===== config.mk =====
export PLATFORM = sky130hd
export DESIGN_NAME = lmu_pchscan_flat
export DESIGN_NICKNAME = d
export VERILOG_FILES = /design/src/rtl/lmu_pchscan_pkg.sv /design/src/rtl/lmu_pchscan_if.sv /design/src/rtl/lmu_nextpch.sv /design/src/rtl/lmu_pchscan.sv /design/src/flat_wrapper.sv
export SDC_FILE = /design/constraint.sdc
export NUM_CORES = 1
export LEC_CHECK = 0
export CORE_UTILIZATION = 42
export CTS_CLUSTER_DIAMETER = 50
export DETAILED_ROUTE_END_ITERATION = 16
export PLACE_DENSITY_LB_ADDON = 0.1
export SETUP_SLACK_MARGIN = 0.05
export SYNTH_ARGS = -nofsm -noshare
export SYNTH_HDL_FRONTEND = slang
export SYNTH_SLANG_ARGS = --single-unit

===== constraint.sdc =====
create_clock -name clk -period 2.2 [get_ports clk]
set_input_delay 0.66 -clock clk [delete_from_list [all_inputs] [get_ports clk]]
set_output_delay 0.66 -clock clk [all_outputs]
set_load 0.02 [all_outputs]

===== src/rtl/lmu_pchscan_pkg.sv =====
// lmu_pchscan_pkg
// Shared constants for the patch scanner: patch/qubit geometry, scanner
// state encodings, Pauli-frame bit offsets and the Pauli-frame selection
// helper. Geometry values mirror define.v for the rest of the LMU.
// Optional feature macro used by the scanner files: LMU_PCHSKIP_EN.
package lmu_pchscan_pkg;

    localparam int NUM_PCH    = 4;
    localparam int PCHADDR_BW = 2;
    localparam int NUM_PCHDQ  = 4;
    localparam int NUM_PCHAQ  = 3;

    // Scanner state encodings
    localparam logic [1:0] LMU_PCHSCAN_IDLE = 2'd0;
    localparam logic [1:0] LMU_PCHSCAN_SCAN = 2'd1;
    localparam logic [1:0] LMU_PCHSCAN_DONE = 2'd2;

    // Offsets of the flip bits inside each 2-bit Pauli-frame pair
    localparam int PF_XBIT = 0;
    localparam int PF_ZBIT = 1;

    // A Z-basis readout is corrupted by X flips, an X-basis readout by Z
    // flips, so pick the matching flip bit for every data qubit.
    function automatic logic [NUM_PCHDQ-1:0] pf_select(
        input logic [2*NUM_PCHDQ-1:0] pf,
        input logic                   z_basis
    );
        logic [NUM_PCHDQ-1:0] sel;
        for (int i = 0; i < NUM_PCHDQ; i++) begin
            sel[i] = z_basis ? pf[2*i+PF_XBIT] : pf[2*i+PF_ZBIT];
        end
        return sel;
    endfunction

endpackage


===== src/rtl/lmu_pchscan_if.sv =====
// lmu_pchscan_if
// Bundles the scanner's measurement-side handshake, the lmu_measmux
// select/slice signals and the result-side handshake.
//   master : the scanner (drives meas_ready, pchidx, results, result_valid)
//   slave  : the surrounding LMU logic / mux / result consumer
// With LMU_PCHSKIP_EN defined the per-patch pch_active mask is added.
interface lmu_pchscan_if;
    import lmu_pchscan_pkg::*;

    logic                    meas_valid;
    logic                    meas_ready;
    logic [NUM_PCH-1:0]      pch_basis;
`ifdef LMU_PCHSKIP_EN
    logic [NUM_PCH-1:0]      pch_active;
`endif
    logic [PCHADDR_BW-1:0]   pchidx;
    logic [NUM_PCHDQ-1:0]    dqmeas_array_pch;
    logic [NUM_PCHAQ-1:0]    aqmeas_array_pch;
    logic [2*NUM_PCHDQ-1:0]  pf_array_pch;
    logic [NUM_PCH-1:0]      pchmeas_result;
    logic [NUM_PCH-1:0]      pchsyn_flag;
    logic                    result_valid;
    logic                    result_ready;

    modport master (
        input  meas_valid,
        output meas_ready,
        input  pch_basis,
`ifdef LMU_PCHSKIP_EN
        input  pch_active,
`endif
        output pchidx,
        input  dqmeas_array_pch,
        input  aqmeas_array_pch,
        input  pf_array_pch,
        output pchmeas_result,
        output pchsyn_flag,
        output result_valid,
        input  result_ready
    );

    modport slave (
        output meas_valid,
        input  meas_ready,
        output pch_basis,
`ifdef LMU_PCHSKIP_EN
        output pch_active,
`endif
        input  pchidx,
        output dqmeas_array_pch,
        output aqmeas_array_pch,
        output pf_array_pch,
        input  pchmeas_result,
        input  pchsyn_flag,
        input  result_valid,
        output result_ready
    );

endinterface


===== src/rtl/lmu_nextpch.sv =====
// lmu_nextpch
// Combinational priority encoder used by the scanner when patch skipping
// (LMU_PCHSKIP_EN) is built in. Returns the lowest active patch index that
// lies above cur_idx (or at cur_idx when incl_cur is set).
//   mask      in  NUM_PCH     active-patch mask
//   cur_idx   in  PCHADDR_BW  search start point
//   incl_cur  in  1           1 = cur_idx itself is a candidate
//   next_idx  out PCHADDR_BW  next active patch (0 when none)
//   none_left out 1           no active patch found
module lmu_nextpch
    import lmu_pchscan_pkg::*;
(
    input  logic [NUM_PCH-1:0]    mask,
    input  logic [PCHADDR_BW-1:0] cur_idx,
    input  logic                  incl_cur,
    output logic [PCHADDR_BW-1:0] next_idx,
    output logic                  none_left
);

    // Walk from the top down so the last hit written is the lowest index.
    always_comb begin
        next_idx  = '0;
        none_left = 1'b1;
        for (int i = NUM_PCH - 1; i >= 0; i--) begin
            if (mask[i] && ((PCHADDR_BW'(i) > cur_idx) ||
                            (incl_cur && (PCHADDR_BW'(i) == cur_idx)))) begin
                next_idx  = PCHADDR_BW'(i);
                none_left = 1'b0;
            end
        end
    end

endmodule


===== src/rtl/lmu_pchscan.sv =====
// lmu_pchscan
// Steps pchidx over the patches after a measurement round, sampling the
// combinational lmu_measmux slice for the selected patch every cycle. Per
// patch it records the Pauli-frame-corrected logical outcome (dq parity)
// and a syndrome-nonzero flag, then offers both arrays on a valid/ready
// handshake.
//   clk    in  single clock, rising edge
//   rst_n  in  asynchronous active-low reset
//   bus    lmu_pchscan_if.master: meas_valid/meas_ready, pch_basis,
//          pchidx, dq/aq/pf slices, pchmeas_result, pchsyn_flag,
//          result_valid/result_ready
// Optional feature: LMU_PCHSKIP_EN adds pch_active and skips inactive
// patches using lmu_nextpch.
module lmu_pchscan
    import lmu_pchscan_pkg::*;
(
    input  logic          clk,
    input  logic          rst_n,
    lmu_pchscan_if.master bus
);

    logic [1:0]            state_q,  state_d;
    logic [PCHADDR_BW-1:0] pchidx_q, pchidx_d;
    logic [NUM_PCH-1:0]    basis_q,  basis_d;
    logic [NUM_PCH-1:0]    result_q, result_d;
    logic [NUM_PCH-1:0]    syn_q,    syn_d;
    logic [NUM_PCHDQ-1:0]  pf_sel;

`ifdef LMU_PCHSKIP_EN
    logic [NUM_PCH-1:0]    active_q, active_d;
    logic [NUM_PCH-1:0]    nx_mask;
    logic [PCHADDR_BW-1:0] nx_cur;
    logic                  nx_incl;
    logic [PCHADDR_BW-1:0] nx_idx;
    logic                  nx_none;

    // At accept the search starts from patch 0 on the incoming mask; during
    // the scan it looks strictly above the patch being sampled right now.
    always_comb begin
        if (state_q == LMU_PCHSCAN_IDLE) begin
            nx_mask = bus.pch_active;
            nx_cur  = '0;
            nx_incl = 1'b1;
        end else begin
            nx_mask = active_q;
            nx_cur  = pchidx_q;
            nx_incl = 1'b0;
        end
    end

    lmu_nextpch u_nextpch (
        .mask      (nx_mask),
        .cur_idx   (nx_cur),
        .incl_cur  (nx_incl),
        .next_idx  (nx_idx),
        .none_left (nx_none)
    );
`endif

    // Next-state logic. Result arrays are only cleared at accept, so they
    // hold through DONE and the following IDLE.
    always_comb begin
        state_d  = state_q;
        pchidx_d = pchidx_q;
        basis_d  = basis_q;
        result_d = result_q;
        syn_d    = syn_q;
`ifdef LMU_PCHSKIP_EN
        active_d = active_q;
`endif
        pf_sel = pf_select(bus.pf_array_pch, basis_q[pchidx_q]);

        case (state_q)
            LMU_PCHSCAN_IDLE: begin
                if (bus.meas_valid) begin
                    basis_d  = bus.pch_basis;
                    result_d = '0;
                    syn_d    = '0;
`ifdef LMU_PCHSKIP_EN
                    active_d = bus.pch_active;
                    pchidx_d = nx_none ? '0 : nx_idx;
                    state_d  = nx_none ? LMU_PCHSCAN_DONE : LMU_PCHSCAN_SCAN;
`else
                    pchidx_d = '0;
                    state_d  = LMU_PCHSCAN_SCAN;
`endif
                end
            end

            LMU_PCHSCAN_SCAN: begin
                result_d[pchidx_q] = ^(bus.dqmeas_array_pch ^ pf_sel);
                syn_d[pchidx_q]    = |bus.aqmeas_array_pch;
`ifdef LMU_PCHSKIP_EN
                if (nx_none) begin
                    state_d = LMU_PCHSCAN_DONE;
                end else begin
                    pchidx_d = nx_idx;
                end
`else
                // pchidx stops on the last patch rather than wrapping, so
                // non-power-of-two patch counts need no special case.
                if (pchidx_q == PCHADDR_BW'(NUM_PCH - 1)) begin
                    state_d = LMU_PCHSCAN_DONE;
                end else begin
                    pchidx_d = pchidx_q + 1'b1;
                end
`endif
            end

            LMU_PCHSCAN_DONE: begin
                if (bus.result_ready) begin
                    state_d  = LMU_PCHSCAN_IDLE;
                    pchidx_d = '0;
                end
            end

            default: begin
                state_d  = LMU_PCHSCAN_IDLE;
                pchidx_d = '0;
            end
        endcase
    end

    // State registers; reset aborts any scan in flight.
    always_ff @(posedge clk or negedge rst_n) begin
        if (!rst_n) begin
            state_q  <= LMU_PCHSCAN_IDLE;
            pchidx_q <= '0;
            basis_q  <= '0;
            result_q <= '0;
            syn_q    <= '0;
`ifdef LMU_PCHSKIP_EN
            active_q <= '0;
`endif
        end else begin
            state_q  <= state_d;
            pchidx_q <= pchidx_d;
            basis_q  <= basis_d;
            result_q <= result_d;
            syn_q    <= syn_d;
`ifdef LMU_PCHSKIP_EN
            active_q <= active_d;
`endif
        end
    end

    // Handshake outputs are plain decodes of the registered state.
    assign bus.meas_ready     = (state_q == LMU_PCHSCAN_IDLE);
    assign bus.result_valid   = (state_q == LMU_PCHSCAN_DONE);
    assign bus.pchidx         = pchidx_q;
    assign bus.pchmeas_result = result_q;
    assign bus.pchsyn_flag    = syn_q;

endmodule


===== src/flat_wrapper.sv =====
// flat-port wrapper written by rule: the top's interface ports become plain ports
module lmu_pchscan_flat import lmu_pchscan_pkg::*;
  (clk, rst_n, bus_meas_valid, bus_meas_ready, bus_pch_basis, bus_pchidx, bus_dqmeas_array_pch, bus_aqmeas_array_pch, bus_pf_array_pch, bus_pchmeas_result, bus_pchsyn_flag, bus_result_valid, bus_result_ready);
  lmu_pchscan_if bus_i ();
  input  logic clk;
  input  logic rst_n;
  input wire logic [$bits(bus_i.meas_valid)-1:0] bus_meas_valid;
  output wire logic [$bits(bus_i.meas_ready)-1:0] bus_meas_ready;
  input wire logic [$bits(bus_i.pch_basis)-1:0] bus_pch_basis;
  output wire logic [$bits(bus_i.pchidx)-1:0] bus_pchidx;
  input wire logic [$bits(bus_i.dqmeas_array_pch)-1:0] bus_dqmeas_array_pch;
  input wire logic [$bits(bus_i.aqmeas_array_pch)-1:0] bus_aqmeas_array_pch;
  input wire logic [$bits(bus_i.pf_array_pch)-1:0] bus_pf_array_pch;
  output wire logic [$bits(bus_i.pchmeas_result)-1:0] bus_pchmeas_result;
  output wire logic [$bits(bus_i.pchsyn_flag)-1:0] bus_pchsyn_flag;
  output wire logic [$bits(bus_i.result_valid)-1:0] bus_result_valid;
  input wire logic [$bits(bus_i.result_ready)-1:0] bus_result_ready;
  assign bus_i.meas_valid = bus_meas_valid;
  assign bus_meas_ready = bus_i.meas_ready;
  assign bus_i.pch_basis = bus_pch_basis;
  assign bus_pchidx = bus_i.pchidx;
  assign bus_i.dqmeas_array_pch = bus_dqmeas_array_pch;
  assign bus_i.aqmeas_array_pch = bus_aqmeas_array_pch;
  assign bus_i.pf_array_pch = bus_pf_array_pch;
  assign bus_pchmeas_result = bus_i.pchmeas_result;
  assign bus_pchsyn_flag = bus_i.pchsyn_flag;
  assign bus_result_valid = bus_i.result_valid;
  assign bus_i.result_ready = bus_result_ready;
  lmu_pchscan u_core (.clk(clk), .rst_n(rst_n), .bus(bus_i));
endmodule

==> results of run 1 <==
-- power breakdown --
part,internal [mW],switching [mW]
registers,0.429,0.116
clock network,0.101,0.0916
logic,0.437,0.391
-- placed cells by master (no fill, tap or decap) --
master and count:
clkdlybuf4s50_1 32, dfrtp_1 15, xnor2_1 10, nand2_1 9, nor2_1 8, mux2_2 5
nand2b_1 4, o31ai_1 4, ha_1 4, inv_1 3, o21ai_0 3, a22o_2 3
clkbuf_4 3, buf_4 3, a21oi_1 2, mux2i_1 2, dlygate4sd2_1 2, nor2b_1 1
nor3_1 1, mux4_2 1, a32o_1 1, o32ai_1 1, clkbuf_8 1, dfrtp_2 1
-- through the flow --
step / util [%] / TNS, ps
6_report: 66.1 / 0
5_1_grt: 66.1 / 0
4_1_cts: 66.1 / 0
3_5_place_dp: 64.3 / -127
3_3_place_gp: 64.3 / 0
2_1_floorplan: - / 0
-- Yosys cell counts --
library cell	n	area, um2
mux2i_1	2	20.0
a32o_1	1	10.0
a21oi_1	2	10.0
o31ai_1	4	30.0
xnor2_1	10	87.6
ha_1	4	50.1
clkbuf_1	2	7.51
nand2_1	9	33.8
nor2_1	8	30.0
dfrtp_1	16	400
o21ai_0	3	15.0
a22o_2	3	30.0
mux2_2	5	56.3
inv_1	3	11.3
nor3_1	1	5.00
mux4_2	1	22.5
o32ai_1	1	8.76
nor2b_1	1	6.26
nand2b_1	4	25.0
-- flip-flops by register name, indices dropped and copies added (netlist names) --
name / cells
u_core.bus.pchidx: 2
u_core.bus.pchmeas_result: 4
u_core.bus.pchsyn_flag: 4
u_core.state_q: 2
u_core.basis_q: 4
-- metal layers --
metal	GRT usage [%]	up-vias	wire length, um
met1	23.3	332	727
met4	5.14	0	0
met3	3.46	0	71
met5	0	-	0
met2	28.5	20	848
li1	-	353	-
-- final cells by class --
cell class,count,area (um2)
Sequential cell,16,402
Timing Repair Buffer,37,360
Fill cell,162,658
Inverter,3,11.3
Multi-Input combinational cell,59,440
Tap cell,27,33.8
Clock buffer,4,36.3
-- path summary, 6_finish.rpt --
check / start / to / slack (ps) / cells past startpoint
hold / removal: u_core.bus.pchsyn_flag[0] / u_core.bus.pchsyn_flag[0] / 480 / 2
max in group asynchronous: rst_n / u_core.state_q[0] / 1320 / 2
min in group asynchronous: rst_n / u_core.bus.pchmeas_result[3] / 690 / 2
setup / recovery: u_core.bus.pchidx[0] / bus_pchidx[0] / 110 / 1
hold reg to reg: u_core.bus.pchsyn_flag[0] / u_core.bus.pchsyn_flag[0] / 480 / 2
setup reg to reg: u_core.bus.pchidx[0] / u_core.bus.pchmeas_result[3] / 370 / 4
-- kinds of logic after synthesis --
| group | after synthesis | synth area share (%) |
|---|---|---|
| simple gates | 23 | 11.6 |
| flops | 16 | 46.6 |
| compound gates | 14 | 12.1 |
| xor+xnor | 10 | 10.2 |
| mux | 8 | 11.5 |
| buf+inv | 5 | 2.18 |
| fa+ha+maj | 4 | 5.82 |
-- timing repair --
action | CTS | global route
resized for setup | 3 | 0
endpoints found under the setup margin | 2 | 0
hold endpoints to repair | 0 | 0
==> flow_summary.json, run 1 <==
{
  "yosysUniqueCellTypes": 19,
  "initial_core_util_pct": 44.3,
  "finalPower_mw": 1.57,
  "finalMaxSlewViolations": 0,
  "cpMaxStageDelayCell": "clkdlybuf4s50_1",
  "floorplan.die.width_um": 47.2,
  "hold_viol": 0,
  "place.gp.congestion": 0.760,
  "finalWorstSetupSlack_ps": 108,
  "p_leak_nw": 0.553,
  "drv_cap": 0,
  "vias_per_cell": 4.83,
  "crit_arrival_ps": 1430,
  "hold_class": "flip-flop to flip-flop",
  "vias": 705,
  "worst_pin_slew_ps": 484,
  "seq_area_frac_synth_pct": 46.6,
  "ir_worst_vdd_mv": 0.844,
  "drt-wirelength-per-cell_um": 11.3,
  "pin_count": 35,
  "postRouteAntennaNets": 0,
  "setup_viol": 0,
  "routed_wl_um": 1650,
  "dr.first_iter.drc_count": 11,
  "path_max_fanout": 7,
  "rows": 16,
  "die_h_um": 47.2,
  "post_cts_buffers": 0,
  "insertion_delay_ps": 280,
  "placed_area_um2": 1250,
  "rsz0062_at_grt": "no",
  "clkTransAtPathRegs_ps": 100,
  "portBuffers": 34,
  "area_growth_pct": 49.3,
  "cts_tree": "yes",
  "ys_seq_elements": 16,
  "cts.path.max_buffers": 2,
  "finalCritPeriodShare_pct": 95.1,
  "crit_type": "flip-flop to output port",
  "worstPathRequired_ps": 1540,
  "syn-instance-count": 80,
  "cts_root_buf": "clkbuf_4",
  "antenna_found_initial": 0,
  "yosys_warnings": 0,
  "die-area_um2": 2230,
  "track_usage_pct": 17.4,
  "cts_hold_buf": 0,
  "nNetsFinal": 147,
  "placement.setup.worst_slack_ps": -37.7,
  "cts_buffers": 3,
  "crit_family": "buffers and inverters",
  "cts_sinks": 16,
  "fin_cells": 146,
  "fin_crit_ps": 2090,
  "dp_cells": 142,
  "syn_nets": 107,
  "skew_ps": 4.65,
  "slowest_delay_ps": 660,
  "relSlewSlack_pct": 67.5,
  "drc": 0,
  "power.density_nw_per_um2": 1220,
  "avgSynthCellArea_um2": 10.7,
  "drt_first_pass_iters": 4,
  "cts.htree.levels": 1,
  "grt_max_degree": 17,
  "holdWs_ps": 481,
  "post-route-cell-area_um2": 1280,
  "critPathCaptureType": "output port",
  "final_layout_size_suffix_gt1_share_pct": 14.3,
  "critPathLaunchType": "flip-flop",
  "syn_area_um2": 860,
  "max_freq_mhz": 478,
  "core_um2": 1940,
  "cp.buffers_inverters": 1,
  "status": "finished, final reports clean",
  "grt_pass1_wl_um": 2710,
  "grt_overflow_total": 0,
  "grt_pass1_vias": 633,
  "hpwl_um": 1360,
  "diodes": 0,
  "crit_path_cell_trace": "clkdlybuf4s50_1"
}
Power figures use the tool's default switching activity.
==> run 2: changes to the inputs <==
Settings changed: CORE_UTILIZATION 42 to 41, SYNTH_HIERARCHICAL set to 1.
Clock period 2.2 ns to 2.27 ns, I/O delays scaled along.
==> run 2 against run 1 <==
  * Final cell count up 0.68%
  * Synthesized cell count increased by 1.3%
  * Register-to-register slack improved by 100 ps
  * Setup slack gained 45 ps
  * Die area up 1.2%
  * First-iteration DRC count grew 36%
==> flow_summary.json, run 2 <==
{
  "fin_cells": 147,
  "synth_area_leaders": "dfrtp_1 47%, xnor2_1 10%, mux2_2 6.6%, ha_1 5.9%, nand2_1 4.4%",
  "power.share.clock_pct": 12.4,
  "hold_class": "flip-flop to flip-flop",
  "cts_sinks": 16,
  "crit_arrival_ps": 1440,
  "path_max_fanout": 7,
  "yosysTopAreaCellShare_pct": 47.1,
  "routed_wl_um": 1750,
  "grt_pass1_vias": 674,
  "place.gp.congestion": 0.772,
  "post_cts_buffers": 0,
  "p_comb_share_pct": 52.6,
  "synth_top_area_cell": "dfrtp_1",
  "fin_crit_ps": 2120,
  "dp_cells": 143,
  "cpMaxStageDelayCell": "clkdlybuf4s50_1",
  "worstPathRequired_ps": 1590,
  "grtUsageMet2_pct": 30.1,
  "area_growth_pct": 50.4,
  "final_layout_size_suffix_gt1_share_pct": 12.5,
  "drt_first_pass_iters": 5,
  "yosys_warnings": 6,
  "floorplan.die.width_um": 47.5,
  "met3_usage_pct": 4.53,
  "setup_viol": 0,
  "track_usage_pct": 18.1,
  "netlist_top_cells_count": "16 x dfrtp_1, 10 x nand2_1, 10 x xnor2_1, 9 x nor2_1, 6 x inv_1",
  "reg2reg_depth": 4,
  "ys_seq_elements": 16,
  "finalMaxSlewViolations": 0,
  "die_h_um": 47.5,
  "finalCritPeriodShare_pct": 93.2,
  "slowest_delay_ps": 650,
  "power.density_nw_per_um2": 1180,
  "r2r_start": "u_core/bus.pchidx[0]",
  "cts_hold_buf": 0,
  "fin_tns_setup_ps": 0,
  "ff2ff_setup_slack_ps": 470,
  "synth.most_common_cell": "dfrtp_1",
  "placement.setup.worst_slack_ps": 144,
  "swShare_pct": 38.8,
  "min-delay-start": "u_core/bus.pchsyn_flag[3]",
  "cts_buffers": 3,
  "vias_per_cell": 4.94,
  "cts.htree.levels": 1,
  "grt_overflow_total": 0,
  "rsz0062_at_grt": "no",
  "skew_ps": 5.89,
  "worst_pin_slew_ps": 481,
  "antenna_found_initial": 0,
  "die-area_um2": 2260,
  "yosysUniqueCellTypes": 19,
  "min_to": "u_core/bus.pchsyn_flag[3]",
  "seq_area_frac_synth_pct": 47.1,
  "ys.flop_type": "dfrtp_1",
  "busiest_layer": "met2",
  "insertion_delay_ps": 280,
  "ir_worst_vdd_mv": 0.791,
  "portBuffers": 34,
  "relSlewSlack_pct": 67.7,
  "vias": 726,
  "syn_area_um2": 850,
  "power_frac_seq_pct": 35.0,
  "cts_tree": "yes",
  "r2r-end": "u_core/bus.pchmeas_result[1]",
  "cp.buffers_inverters": 1,
  "drv_cap": 0,
  "crit_type": "flip-flop to output port",
  "drt-wirelength-per-cell_um": 11.9,
  "clkTransAtPathRegs_ps": 100,
  "internal-power_mw": 0.926,
  "avgSynthCellArea_um2": 10.5,
  "critPathLaunchType": "flip-flop",
  "postRouteAntennaNets": 0,
  "status": "finished, final reports clean",
  "crit_path_cell_trace": "clkdlybuf4s50_1",
  "final_cell_mix": "32 x clkdlybuf4s50_1, 15 x dfrtp_1, 10 x nand2_1, 10 x xnor2_1, 9 x nor2_1",
  "finalWorstSetupSlack_ps": 154,
  "cts_root_buf": "clkbuf_4",
  "async_flop_share_pct": 100,
  "final_common_cell": "clkdlybuf4s50_1",
  "rows": 16,
  "syn-instance-count": 81,
  "grt_pass1_wl_um": 2780,
  "diodes": 0,
  "critPathCaptureType": "output port",
  "p_leak_nw": 0.576,
  "nNetsFinal": 148,
  "globalRouteMet1Util_pct": 21.7,
  "hpwl_um": 1420,
  "hold_viol": 0,
  "max_freq_mhz": 473,
  "synth_edf_count": 0,
  "pin_count": 35,
  "crit_family": "buffers and inverters",
  "dr.first_iter.drc_count": 15,
  "grt_max_degree": 17,
  "drc": 0,
  "p_switching_mw": 0.587,
  "initial_core_util_pct": 43.3,
  "syn_nets": 108,
  "core_um2": 1960,
  "hold_depth": 2,
  "cts.path.max_buffers": 2
}
-- run 2: cell types whose count changed after synthesis, sizes merged --
cell,before,now
a21oi,2,1
a22o,3,4
a32o,1,0
inv,3,6
mux2i,2,1
nand2,9,10
nand2b,4,2
nand3b,0,1
nor2,8,9
nor2b,1,0
o31ai,4,3
o32ai,1,0
o41ai,0,2
-- run 2: area by class of cell --
type                       count  area (um2)
inverter                       6        22.5
multi-input combinational     57         419
timing repair buffer          37         364
tap                           27        33.8
sequential                    16         402
clock buffer                   4        36.3
fill                         182         684
-- run 2: worst max-delay path by stage --
stage | start | depth (start not counted) | endpoint | slack (ps)
final | u_core/bus.pchidx[0] | 1 | bus_pchidx[0] | 150
after global routing | u_core/bus.pchidx[0] | 1 | bus_pchidx[0] | 90
after detailed placement | bus_pf_array_pch[6] | 6 | u_core/bus.pchmeas_result[1] | 140
after CTS | u_core/state_q[0] | 2 | bus_meas_ready | 70
after floorplan | u_core/bus.pchidx[0] | 4 | u_core/bus.pchmeas_result[0] | 550
after global placement | bus_pf_array_pch[0] | 6 | u_core/bus.pchmeas_result[1] | 180
-- run 2: timing repair --
item,in CTS,in global routing
hold endpoints to repair,0,0
resized for setup,1,2
setup endpoints to repair,1,1
-- run 2: per-layer routing --
metal,vias up,share of wire (%)
li1,352,-
met1,354,41
met2,18,54
met3,2,4.3
met4,0,0.86
met5,-,0
-- run 2: cells by family after synthesis --
family          count (synthesis)  share of synthesized area (%)
flops                          16                           47.1
xor+xnor                       10                           10.3
fa+ha+maj                       4                           5.89
buf+inv                         8                           3.53
simple gates                   23                           11.3
mux                             7                           10.5
compound gates                 13                           11.3
-- run 2: per-stage QoR --
step | power, mW | utilization [%] | instance area, um2 | hold WS (ps)
after floorplan | 1.01 | - | 850 | 385
after CTS | 1.52 | 64.9 | 1270 | 503
after global placement | 1.30 | 63.1 | 1240 | 466
final | 1.51 | 65.1 | 1280 | 503
after detailed placement | 1.33 | 63.1 | 1240 | 482
after global routing | 1.64 | 65.1 | 1280 | 527
-- run 2: power by group through the flow --
stage               combinational, mW  sequential [mW]  clock (mW)
finish                          0.796            0.529       0.188
CTS                             0.801            0.528       0.193
detailed placement              0.796            0.534           0
floorplan                       0.426            0.581           0
global placement                0.773            0.529           0
global route                    0.878            0.551       0.206
==> run 3: changes to the inputs <==
Settings changed: CTS_CLUSTER_SIZE set to 14.
==> results of run 3 <==
Final layout, timing and power as in run 2 (identical DEF).
